===== src/rtl/mem_arb_pkg.sv =====
// mem_arb_pkg: shared definitions for the memory stream arbiter.
//   state_e       - arbiter FSM states
//   GRANT_*       - encoding of the last contended grant
//   *_DEF         - default parameter values for the top level
package mem_arb_pkg;

   typedef enum logic [1:0] {
      S_IDLE    = 2'd0,
      S_WR_ACC  = 2'd1,
      S_RD_ACC  = 2'd2,
      S_RECOVER = 2'd3
   } state_e;

   localparam logic GRANT_READ  = 1'b0;
   localparam logic GRANT_WRITE = 1'b1;

   localparam int ADDR_WIDTH_DEF = 18;
   localparam int MEM_WAIT_DEF   = 3;

endpackage


===== src/rtl/edge_sync.sv =====
// edge_sync: two-flop synchronizer for a level from a foreign clock domain,
// followed by a rising-edge detector producing a one-cycle pulse.
//   clk_i   - destination clock
//   rst_ni  - asynchronous active-low reset
//   d_i     - asynchronous level input
//   rise_o  - one-cycle pulse after a synchronized 0->1 transition
module edge_sync (
   input  logic clk_i,
   input  logic rst_ni,
   input  logic d_i,
   output logic rise_o
);

   logic s1_q, s2_q, s3_q;

   always_ff @(posedge clk_i or negedge rst_ni) begin
      if (!rst_ni) begin
         s1_q <= 1'b0;
         s2_q <= 1'b0;
         s3_q <= 1'b0;
      end else begin
         s1_q <= d_i;
         s2_q <= s1_q;
         s3_q <= s2_q;
      end
   end

   // s3 is only a history flop for edge detection, not a third sync stage
   assign rise_o = s2_q & ~s3_q;

endmodule


===== src/rtl/mem_stream_arbiter.sv =====
// mem_stream_arbiter: owns the external 16-bit memory port and shares it
// between the sensor logger (writes) and the downlink unpacker (reads). The
// memory is used as a circular buffer; one slot is always left unused.
//   CLK_48MHZ, RESET          - clock, asynchronous active-low reset
//   WR_REQ/WR_DATA/WR_ACK     - logger write request, data, completion pulse
//   RD_CMD                    - unpacker read command level (foreign domain)
//   RD_DATA/RD_VALID          - last word read, update pulse
//   MEM_*                     - memory address, data and active-low strobes
//   EMPTY/FULL/OVERRUN        - buffer status, sticky word-lost flag
module mem_stream_arbiter
   import mem_arb_pkg::*;
#(
   parameter int ADDR_WIDTH = ADDR_WIDTH_DEF,
   parameter int MEM_WAIT   = MEM_WAIT_DEF
) (
   input  logic                  CLK_48MHZ,
   input  logic                  RESET,
   input  logic                  WR_REQ,
   input  logic [15:0]           WR_DATA,
   output logic                  WR_ACK,
   input  logic                  RD_CMD,
   output logic [15:0]           RD_DATA,
   output logic                  RD_VALID,
   output logic [ADDR_WIDTH-1:0] MEM_ADDR,
   output logic [15:0]           MEM_DOUT,
   input  logic [15:0]           MEM_DIN,
   output logic                  MEM_CE_N,
   output logic                  MEM_WE_N,
   output logic                  MEM_OE_N,
   output logic                  EMPTY,
   output logic                  FULL,
   output logic                  OVERRUN
);

   localparam logic [3:0] WAIT_LD = 4'(MEM_WAIT - 1);

   state_e                state_q;
   logic [3:0]            cnt_q;
   logic [ADDR_WIDTH-1:0] wr_ptr_q, rd_ptr_q, wr_ptr_d, rd_ptr_d;
   logic                  wr_pend_q, rd_pend_q, last_grant_q, overrun_q;
   logic [15:0]           wr_hold_q, dout_q, rd_data_q;
   logic [ADDR_WIDTH-1:0] addr_q;
   logic                  ce_n_q, we_n_q, oe_n_q, rd_valid_q, wr_ack_q;
   logic                  rd_rise, rd_elig, conflict, grant_wr, grant_rd;

   edge_sync u_rd_sync (
      .clk_i  (CLK_48MHZ),
      .rst_ni (RESET),
      .d_i    (RD_CMD),
      .rise_o (rd_rise)
   );

   assign wr_ptr_d = wr_ptr_q + ADDR_WIDTH'(1);
   assign rd_ptr_d = rd_ptr_q + ADDR_WIDTH'(1);
   assign EMPTY    = (wr_ptr_q == rd_ptr_q);
   assign FULL     = (wr_ptr_d == rd_ptr_q);

   // A read waits (stays pending) while the buffer is empty.
   assign rd_elig  = rd_pend_q & ~EMPTY;
   assign conflict = wr_pend_q & rd_elig;
   assign grant_wr = wr_pend_q & (~rd_elig | (last_grant_q == GRANT_READ));
   assign grant_rd = rd_elig & (~wr_pend_q | (last_grant_q == GRANT_WRITE));

   always_ff @(posedge CLK_48MHZ or negedge RESET) begin
      if (!RESET) begin
         state_q      <= S_IDLE;
         cnt_q        <= '0;
         wr_ptr_q     <= '0;
         rd_ptr_q     <= '0;
         wr_pend_q    <= 1'b0;
         rd_pend_q    <= 1'b0;
         last_grant_q <= GRANT_READ;
         overrun_q    <= 1'b0;
         wr_hold_q    <= '0;
         dout_q       <= '0;
         rd_data_q    <= '0;
         addr_q       <= '0;
         ce_n_q       <= 1'b1;
         we_n_q       <= 1'b1;
         oe_n_q       <= 1'b1;
         rd_valid_q   <= 1'b0;
         wr_ack_q     <= 1'b0;
      end else begin
         wr_ack_q   <= 1'b0;
         rd_valid_q <= 1'b0;

         // Request capture; the FSM below may clear pend flags afterwards.
         if (WR_REQ) begin
            if (wr_pend_q) begin
               overrun_q <= 1'b1;
            end else begin
               wr_pend_q <= 1'b1;
               wr_hold_q <= WR_DATA;
            end
         end
         if (rd_rise) rd_pend_q <= 1'b1;

         case (state_q)
            S_IDLE: begin
               if (grant_wr) begin
                  if (conflict) last_grant_q <= GRANT_WRITE;
                  if (FULL) begin
                     // No memory cycle: drop the word but still acknowledge it.
                     wr_ack_q  <= 1'b1;
                     wr_pend_q <= 1'b0;
                     overrun_q <= 1'b1;
                  end else begin
                     state_q <= S_WR_ACC;
                     addr_q  <= wr_ptr_q;
                     dout_q  <= wr_hold_q;
                     ce_n_q  <= 1'b0;
                     we_n_q  <= 1'b0;
                     cnt_q   <= WAIT_LD;
                  end
               end else if (grant_rd) begin
                  if (conflict) last_grant_q <= GRANT_READ;
                  state_q <= S_RD_ACC;
                  addr_q  <= rd_ptr_q;
                  ce_n_q  <= 1'b0;
                  oe_n_q  <= 1'b0;
                  cnt_q   <= WAIT_LD;
               end
            end
            S_WR_ACC: begin
               if (cnt_q == 4'd0) begin
                  state_q   <= S_RECOVER;
                  ce_n_q    <= 1'b1;
                  we_n_q    <= 1'b1;
                  wr_ack_q  <= 1'b1;
                  wr_ptr_q  <= wr_ptr_d;
                  wr_pend_q <= 1'b0;
               end else begin
                  cnt_q <= cnt_q - 4'd1;
               end
            end
            S_RD_ACC: begin
               if (cnt_q == 4'd0) begin
                  state_q    <= S_RECOVER;
                  ce_n_q     <= 1'b1;
                  oe_n_q     <= 1'b1;
                  rd_data_q  <= MEM_DIN;
                  rd_valid_q <= 1'b1;
                  rd_ptr_q   <= rd_ptr_d;
                  rd_pend_q  <= 1'b0;
               end else begin
                  cnt_q <= cnt_q - 4'd1;
               end
            end
            S_RECOVER: state_q <= S_IDLE;
            default:   state_q <= S_IDLE;
         endcase
      end
   end

   assign WR_ACK   = wr_ack_q;
   assign RD_DATA  = rd_data_q;
   assign RD_VALID = rd_valid_q;
   assign MEM_ADDR = addr_q;
   assign MEM_DOUT = dout_q;
   assign MEM_CE_N = ce_n_q;
   assign MEM_WE_N = we_n_q;
   assign MEM_OE_N = oe_n_q;
   assign OVERRUN  = overrun_q;

endmodule

===== config.mk =====
export PLATFORM = sky130hd
export DESIGN_NAME = mem_stream_arbiter
export DESIGN_NICKNAME = d
export VERILOG_FILES = /design/src/rtl/mem_arb_pkg.sv /design/src/rtl/edge_sync.sv /design/src/rtl/mem_stream_arbiter.sv
export SDC_FILE = /design/constraint.sdc
export NUM_CORES = 1
export LEC_CHECK = 0
export ABC_AREA = 0
export CAP_MARGIN = 0
export CELL_PAD_IN_SITES_DETAIL_PLACEMENT = 2
export CELL_PAD_IN_SITES_GLOBAL_PLACEMENT = 2
export CORE_MARGIN = 4
export CORE_UTILIZATION = 32
export DETAILED_ROUTE_END_ITERATION = 10
export GPL_ROUTABILITY_DRIVEN = 1
export GPL_TIMING_DRIVEN = 0
export PLACE_DENSITY = 0.81
export SETUP_SLACK_MARGIN = 0.05
export SYNTH_ARGS = -nofsm -noshare
export SYNTH_HDL_FRONTEND = slang
export SYNTH_SLANG_ARGS = --single-unit

===== constraint.sdc =====
create_clock -name CLK_48MHZ -period 2.6 [get_ports CLK_48MHZ]
set_input_delay 0.52 -clock CLK_48MHZ [delete_from_list [all_inputs] [get_ports CLK_48MHZ]]
set_output_delay 0.52 -clock CLK_48MHZ [all_outputs]
set_load 0.02 [all_outputs]

# Yosys cells after proc, flatten, opt, wreduce, memory -nomap -nowiden
# Index checks and enable logic that the tools add are counted.
# totals
ff_bits	120
elab_cells	116
# classes
add_sub_neg	3
eq_ne	18
n_mux	44
bitwise_logic	13
n_reduce_logical	18
# ops
operator	count
18-bit two-way mux	3
18-bit by 1-bit adder with 18-bit output (second input constant)	2
18-bit == test	2
1-bit two-way mux	26
2-bit inequality test (second input constant)	10
4-bit AND reduction	5
4-bit two-way mux	4
1-bit one-hot mux with 2 select lines	5
3-bit AND reduction	3
2-bit two-way mux	4
4-bit one-hot mux with 2 select lines	1
2-bit nonzero test	4
3-bit inequality test (second input constant)	2
1-bit NOT	6
2-bit one-hot mux with 3 select lines	1
2-bit AND reduction	3
1-bit AND	5
2-bit == test (second input constant)	2
4-bit logical NOT	1
4-bit by 1-bit subtractor with 4-bit output (second input constant)	1
2-bit by 1-bit == test with 1-bit output (second input constant)	1
2-bit logical NOT	1
2-bit by 1-bit inequality test with 1-bit output (second input constant)	1
1-bit OR	2
2-bit OR reduction	1

# Logic depth before layout (Yosys ltp)
# depth
ltp_word	8
mapped_depth	11
mapped_depth_nobuf	10

# Modules after synthesis
# From an unflattened synthesis, not the netlist that was laid out.
# hier_totals
hier_cells	531
hier_area_um2	5988.2
# modules_own_cells
mod	n_inst	cells_per_inst	area_each_um2	seq_area_each_um2
mem_stream_arbiter	1	527	5899.4	2931.6
edge_sync	1	4	88.8	75.1

# Worst setup path before layout
# Ideal clock, no wire load.
# synth_timing
kind	register -> register
start	register wr_ptr_q[1]
end	register dout_q[10], in the netlist MEM_DOUT[10]
setup_ns	0.128
arrival_time_ns	2.667
required_time_ns	2.472
path_slack_ns	-0.195
path_stages_with_launch	11
n_path_buf	1
path_cell_list	dfrtp_1 -> ha_1 -> nand3_1 -> nor4_1 -> nand3_1 -> xor2_1 -> nand4_1 -> or3_4 -> nand3_4 -> buf_6 -> mux2_1
# synth_via
elab_chain_len	7
# synth_rtl
element	line_no	source
start: declaration	mem_stream_arbiter.sv:39	logic [ADDR_WIDTH-1:0] wr_ptr_q, rd_ptr_q, wr_ptr_d, rd_ptr_d;
start signal: assignment	mem_stream_arbiter.sv:130	wr_ptr_q <= wr_ptr_d;
branches (longest 6 deep; another with 18-bit by 1-bit adder with 18-bit output)	-	
3-bit AND reduction (no line) (*)	-	
end signal: assignment	mem_stream_arbiter.sv:110	dout_q <= wr_hold_q;
end: declaration	mem_stream_arbiter.sv:41	logic [15:0] wr_hold_q, dout_q, rd_data_q;
# Mark *: on every way between the ends.
# A chain may end at the register's enable or synchronous reset.

# Worst setup path in the final report
# layout_timing
start	register wr_ptr_q[7]
end	output FULL
# layout_via
elab_chain_len	2
# layout_rtl
element	line_no	source
18-bit by 1-bit adder with 18-bit output	mem_stream_arbiter.sv:53	assign wr_ptr_d = wr_ptr_q + ADDR_WIDTH'(1);
18-bit == test	mem_stream_arbiter.sv:56	assign FULL = (wr_ptr_d == rd_ptr_q);
end: declaration	mem_stream_arbiter.sv:31	output logic FULL,
# Every way passes these cells.

==> impl_metrics.csv <==
group,metric,value,unit
run_status,status,"finished with violations",
run_status,violations,"setup timing",
yosys,ys.flop_type,"dfrtp_1",
clock_network,cts_max_level,4,
yosys,ys_seq_elements,120,
sta,worst_pin_slew,791,ps
pwr,combinationalPowerShare,55.4,%
sta,slew_violations,0,
global_route,grt.busiest_layer,"met2",
floorplanning,core,18000,sq um
clock_network,clock_latency,440,ps
yosys,seq_area_frac_synth,51.0,%
drt,vias,5229,
critical_path,slowest_stage,"or3_4",
yosys,ys_top_cells_by_area,"dfrtp_1, mux2_2, xor2_1, xnor2_1, mux2i_1",
cells_and_area,area_growth,56.1,%
clock_network,clock_path_buffers,2,
drt,drt-initial-drc-count,290,
place,placed_area,7200,sq um
critical_path,crit_fanout,9,
critical_path,critPathTopFamily,"simple AND/OR/NAND/NOR gates",
clock_network,cts_tree,"yes",
floorplanning,die_h,144,um
run,cap_viol_max_count,0,
yosys,syn_avg_cell_area,11.3,sq um
yosys,synth_top_family_by_area,"multiplexers",
critical_path,required,2080,ps
sta,setup_viol,49,
pwr,internal_power,7.03,mW
cells_and_area,layout-drive-gt1-share,39.6,%
place,dp_slack,-805,ps
yosys,ys_async_sr_fraction,100,%
global_route,grt_overflow_total,0,
yosys,yosys.area_share.xor_xnor,9.48,%
pwr,net-switching-power,5.12,mW
global_route,grtUsageMet2,41.2,%
global_route,grt_pass1_vias,5720,
floorplanning,dieArea,20700,sq um
yosys,synth_fa_ha_area_share,1.27,%
place,routabilityCongestion,0.829,
critical_path,critPathMaxStageDelay,450,ps
pwr,power.density,1320,nW/um^2
sta,max_freq,299,MHz
critical_path,path_cells,"buf_4 > nand4_1 > buf_4 > o21ai_1 > o2111ai_2 > a31oi_1 > nand4_1 > or3_4 > clkinv_4 > buf_6",
drt,drc,0,
critical_path,cp-end-kind,"primary output",
sta,max-slew-margin-rel,47.3,%
yosys,synth.area.mux_share,12.8,%
yosys,synthCells,523,
yosys,ys_warn_count,0,
pwr,sequentialPowerShare,24.2,%
sta,rsz0062_at_grt,"true",
cells_and_area,n_antenna_cell,0,
global_route,grt_use_total,23.1,%
global_route,grtUsageMet1,25.9,%
yosys,synth_top_area_share,49.6,%
drt,ant_nets,0,
global_route,antenna_found_initial,0,
sta,fin_ws,-749,ps
sta,fin_skew,14.7,ps
yosys,synth_common_cells,"dfrtp_1, mux2_2, o21ai_0, xor2_1, nand2_1",
pwr,power.leakage,4.05,nW
clock_network,cts.sinks,120,
hold_path,min_path_type,"input port to asynchronous set/reset pin",
yosys,syn_area,5900,sq um
sta,min_period,3350,ps
yosys,syn-num-nets,565,
yosys,synth_compound_area_share,9.27,%
drt,first_pass_iters,5,
floorplanning,start_util,32.7,%
yosys,synth.largest_area_cell,"dfrtp_1",
yosys,yosys.area_share.simple,11.9,%
global_route,grt_max_degree,62,
drt,wl,28400,um
sta,hold_viol_final,0,
yosys,ys_types,67,
clock_network,clockRootBuffer,"clkbuf_16",
yosys,synth_most_common_cell,"dfrtp_1",
pwr,ir_worst_vdd,0.000824,V
drt,wl_per_cell,29.9,um
global_route,grt_pass1_wl,35700,um
critical_path,worstPathArrival,2830,ps
floorplanning,ios,94,
critical_path,critical_path_class,"flop to primary output",
yosys,synth_edf_count,0,
critical_path,cp.buffers_inverters,4,
cells_and_area,final_nets,749,
critical_path,crit_path_start_kind,"flop",
pwr,p_clk_share,20.4,%
place,dp_cells,846,
place,port_buffers,93,
sta,post-route-period-util,129,%
floorplanning,fp-row-count,49,
pwr,swShare,42.2,%
floorplanning,die_width,144,um
clock_network,cts.hold.buffers_added,0,
cells_and_area,final_cells,949,
clock_network,path_clk_slew,60,ps
clock_network,numCtsBuffers,17,
cells_and_area,final_area,9210,sq um
global_route,use_met3,5.06,%
place,dp_hpwl,12500,um
drt,via_per_inst,5.51,
## power groups by stage
stage               Sequential, mW  Combinational, mW  Clock (mW)
global placement              2.72               3.82           0
floorplan                     3.07               2.18           0
detailed placement            2.79               4.04           0
CTS                           2.83               5.21        2.49
global route                  2.99               6.97        2.61
finish                        2.94               6.73        2.48
## cell families after synthesis
family | count (synthesis)
mux | 69
fa+ha+maj | 6
compound gates | 81
xor+xnor | 63
simple gates | 128
buf+inv | 56
flops | 120
## cells in the final DEF (no fill, tap or decap), drive strengths merged, types with 4 or more instances in the layout
cell type	n
a21oi	8
buf	98
clkbuf	37
clkdlybuf4s50	90
clkinv	4
clkinvlp	6
dfrtp	117
ha	6
inv	16
mux2	50
mux2i	19
nand2	32
nand3	25
nand4	16
nor2	25
nor3	7
nor4	6
o21ai	48
xnor2	30
xor2	33
## state kept, by name, indices dropped and copies added, names as in the netlist, 2 cells and up
| register | count |
|---|---|
| wr_hold_q | 16 |
| wr_ptr_q | 18 |
| cnt_q | 4 |
| MEM_DOUT | 16 |
| rd_ptr_q | 18 |
| state_q | 2 |
| RD_DATA | 16 |
| MEM_ADDR | 18 |
## per-layer routing
layer | share of wire [%] | vias to the layer above
met3 | 4.1 | 77
met1 | 37 | 2756
met2 | 54 | 193
met5 | 0 | -
li1 | - | 2203
met4 | 4.6 | 0
## cell type report
| cell class | count | area, sq um |
|---|---|---|
| fillers | 1739 | 8810 |
| inverters | 15 | 61.3 |
| flip-flops and latches | 120 | 3010 |
| plain buffers | 36 | 304 |
| repair buffers | 170 | 1700 |
| clock buffers | 19 | 453 |
| clock inverters | 13 | 145 |
| well taps | 229 | 287 |
| multi-input cells | 347 | 3250 |
## metrics by stage
stage / power (mW) / hold slack [ps] / TNS (ps) / utilization (%)
global placement: 6.54 / 341 / -442900 / 39.8
CTS: 10.5 / 82.3 / -4230 / 47.2
detailed placement: 6.83 / 345 / -27870 / 40.0
global route: 12.6 / 99.1 / -30520 / 51.1
floorplan: 5.25 / 224 / 0 / -
finish: 12.1 / 68.0 / -25100 / 51.1
## worst reg2reg max path: cells and delay by family, from the launching register on
family,cells,cell delay [ps]
buffers and inverters,5,820
and+or+nand+nor,4,970
AOI/OAI and AO/OA,3,690
DFF,1,340
muxes,1,340
## path summary, 6_finish.rpt
path                                          startpoint                       end  slack (ps)  depth (start not counted)
min in group CLK_48MHZ          u_rd_sync.s1_q$_DFF_PN0_  u_rd_sync.s2_q$_DFF_PN0_         390                          0
worst max register to register   wr_ptr_q[7]$_DFFE_PN0P_   MEM_DOUT[7]$_DFFE_PN0P_        -680                         13
max in group asynchronous                          RESET   wr_ptr_q[1]$_DFFE_PN0P_        1750                          2
worst min-delay path                               RESET  MEM_DOUT[12]$_DFFE_PN0P_          70                          1
worst min register to register  u_rd_sync.s1_q$_DFF_PN0_  u_rd_sync.s2_q$_DFF_PN0_         390                          0
worst max-delay path             wr_ptr_q[7]$_DFFE_PN0P_                      FULL        -750                         10
## what timing repair did
item                                    in CTS  in global routing
gates resized for setup                    118                 84
gates cloned                                 2                  2
endpoints found under the setup margin      89                 79
buffers inserted                            37                 38
pin swaps                                   28                 36
Note: power is estimated with default switching activity, not from simulation.
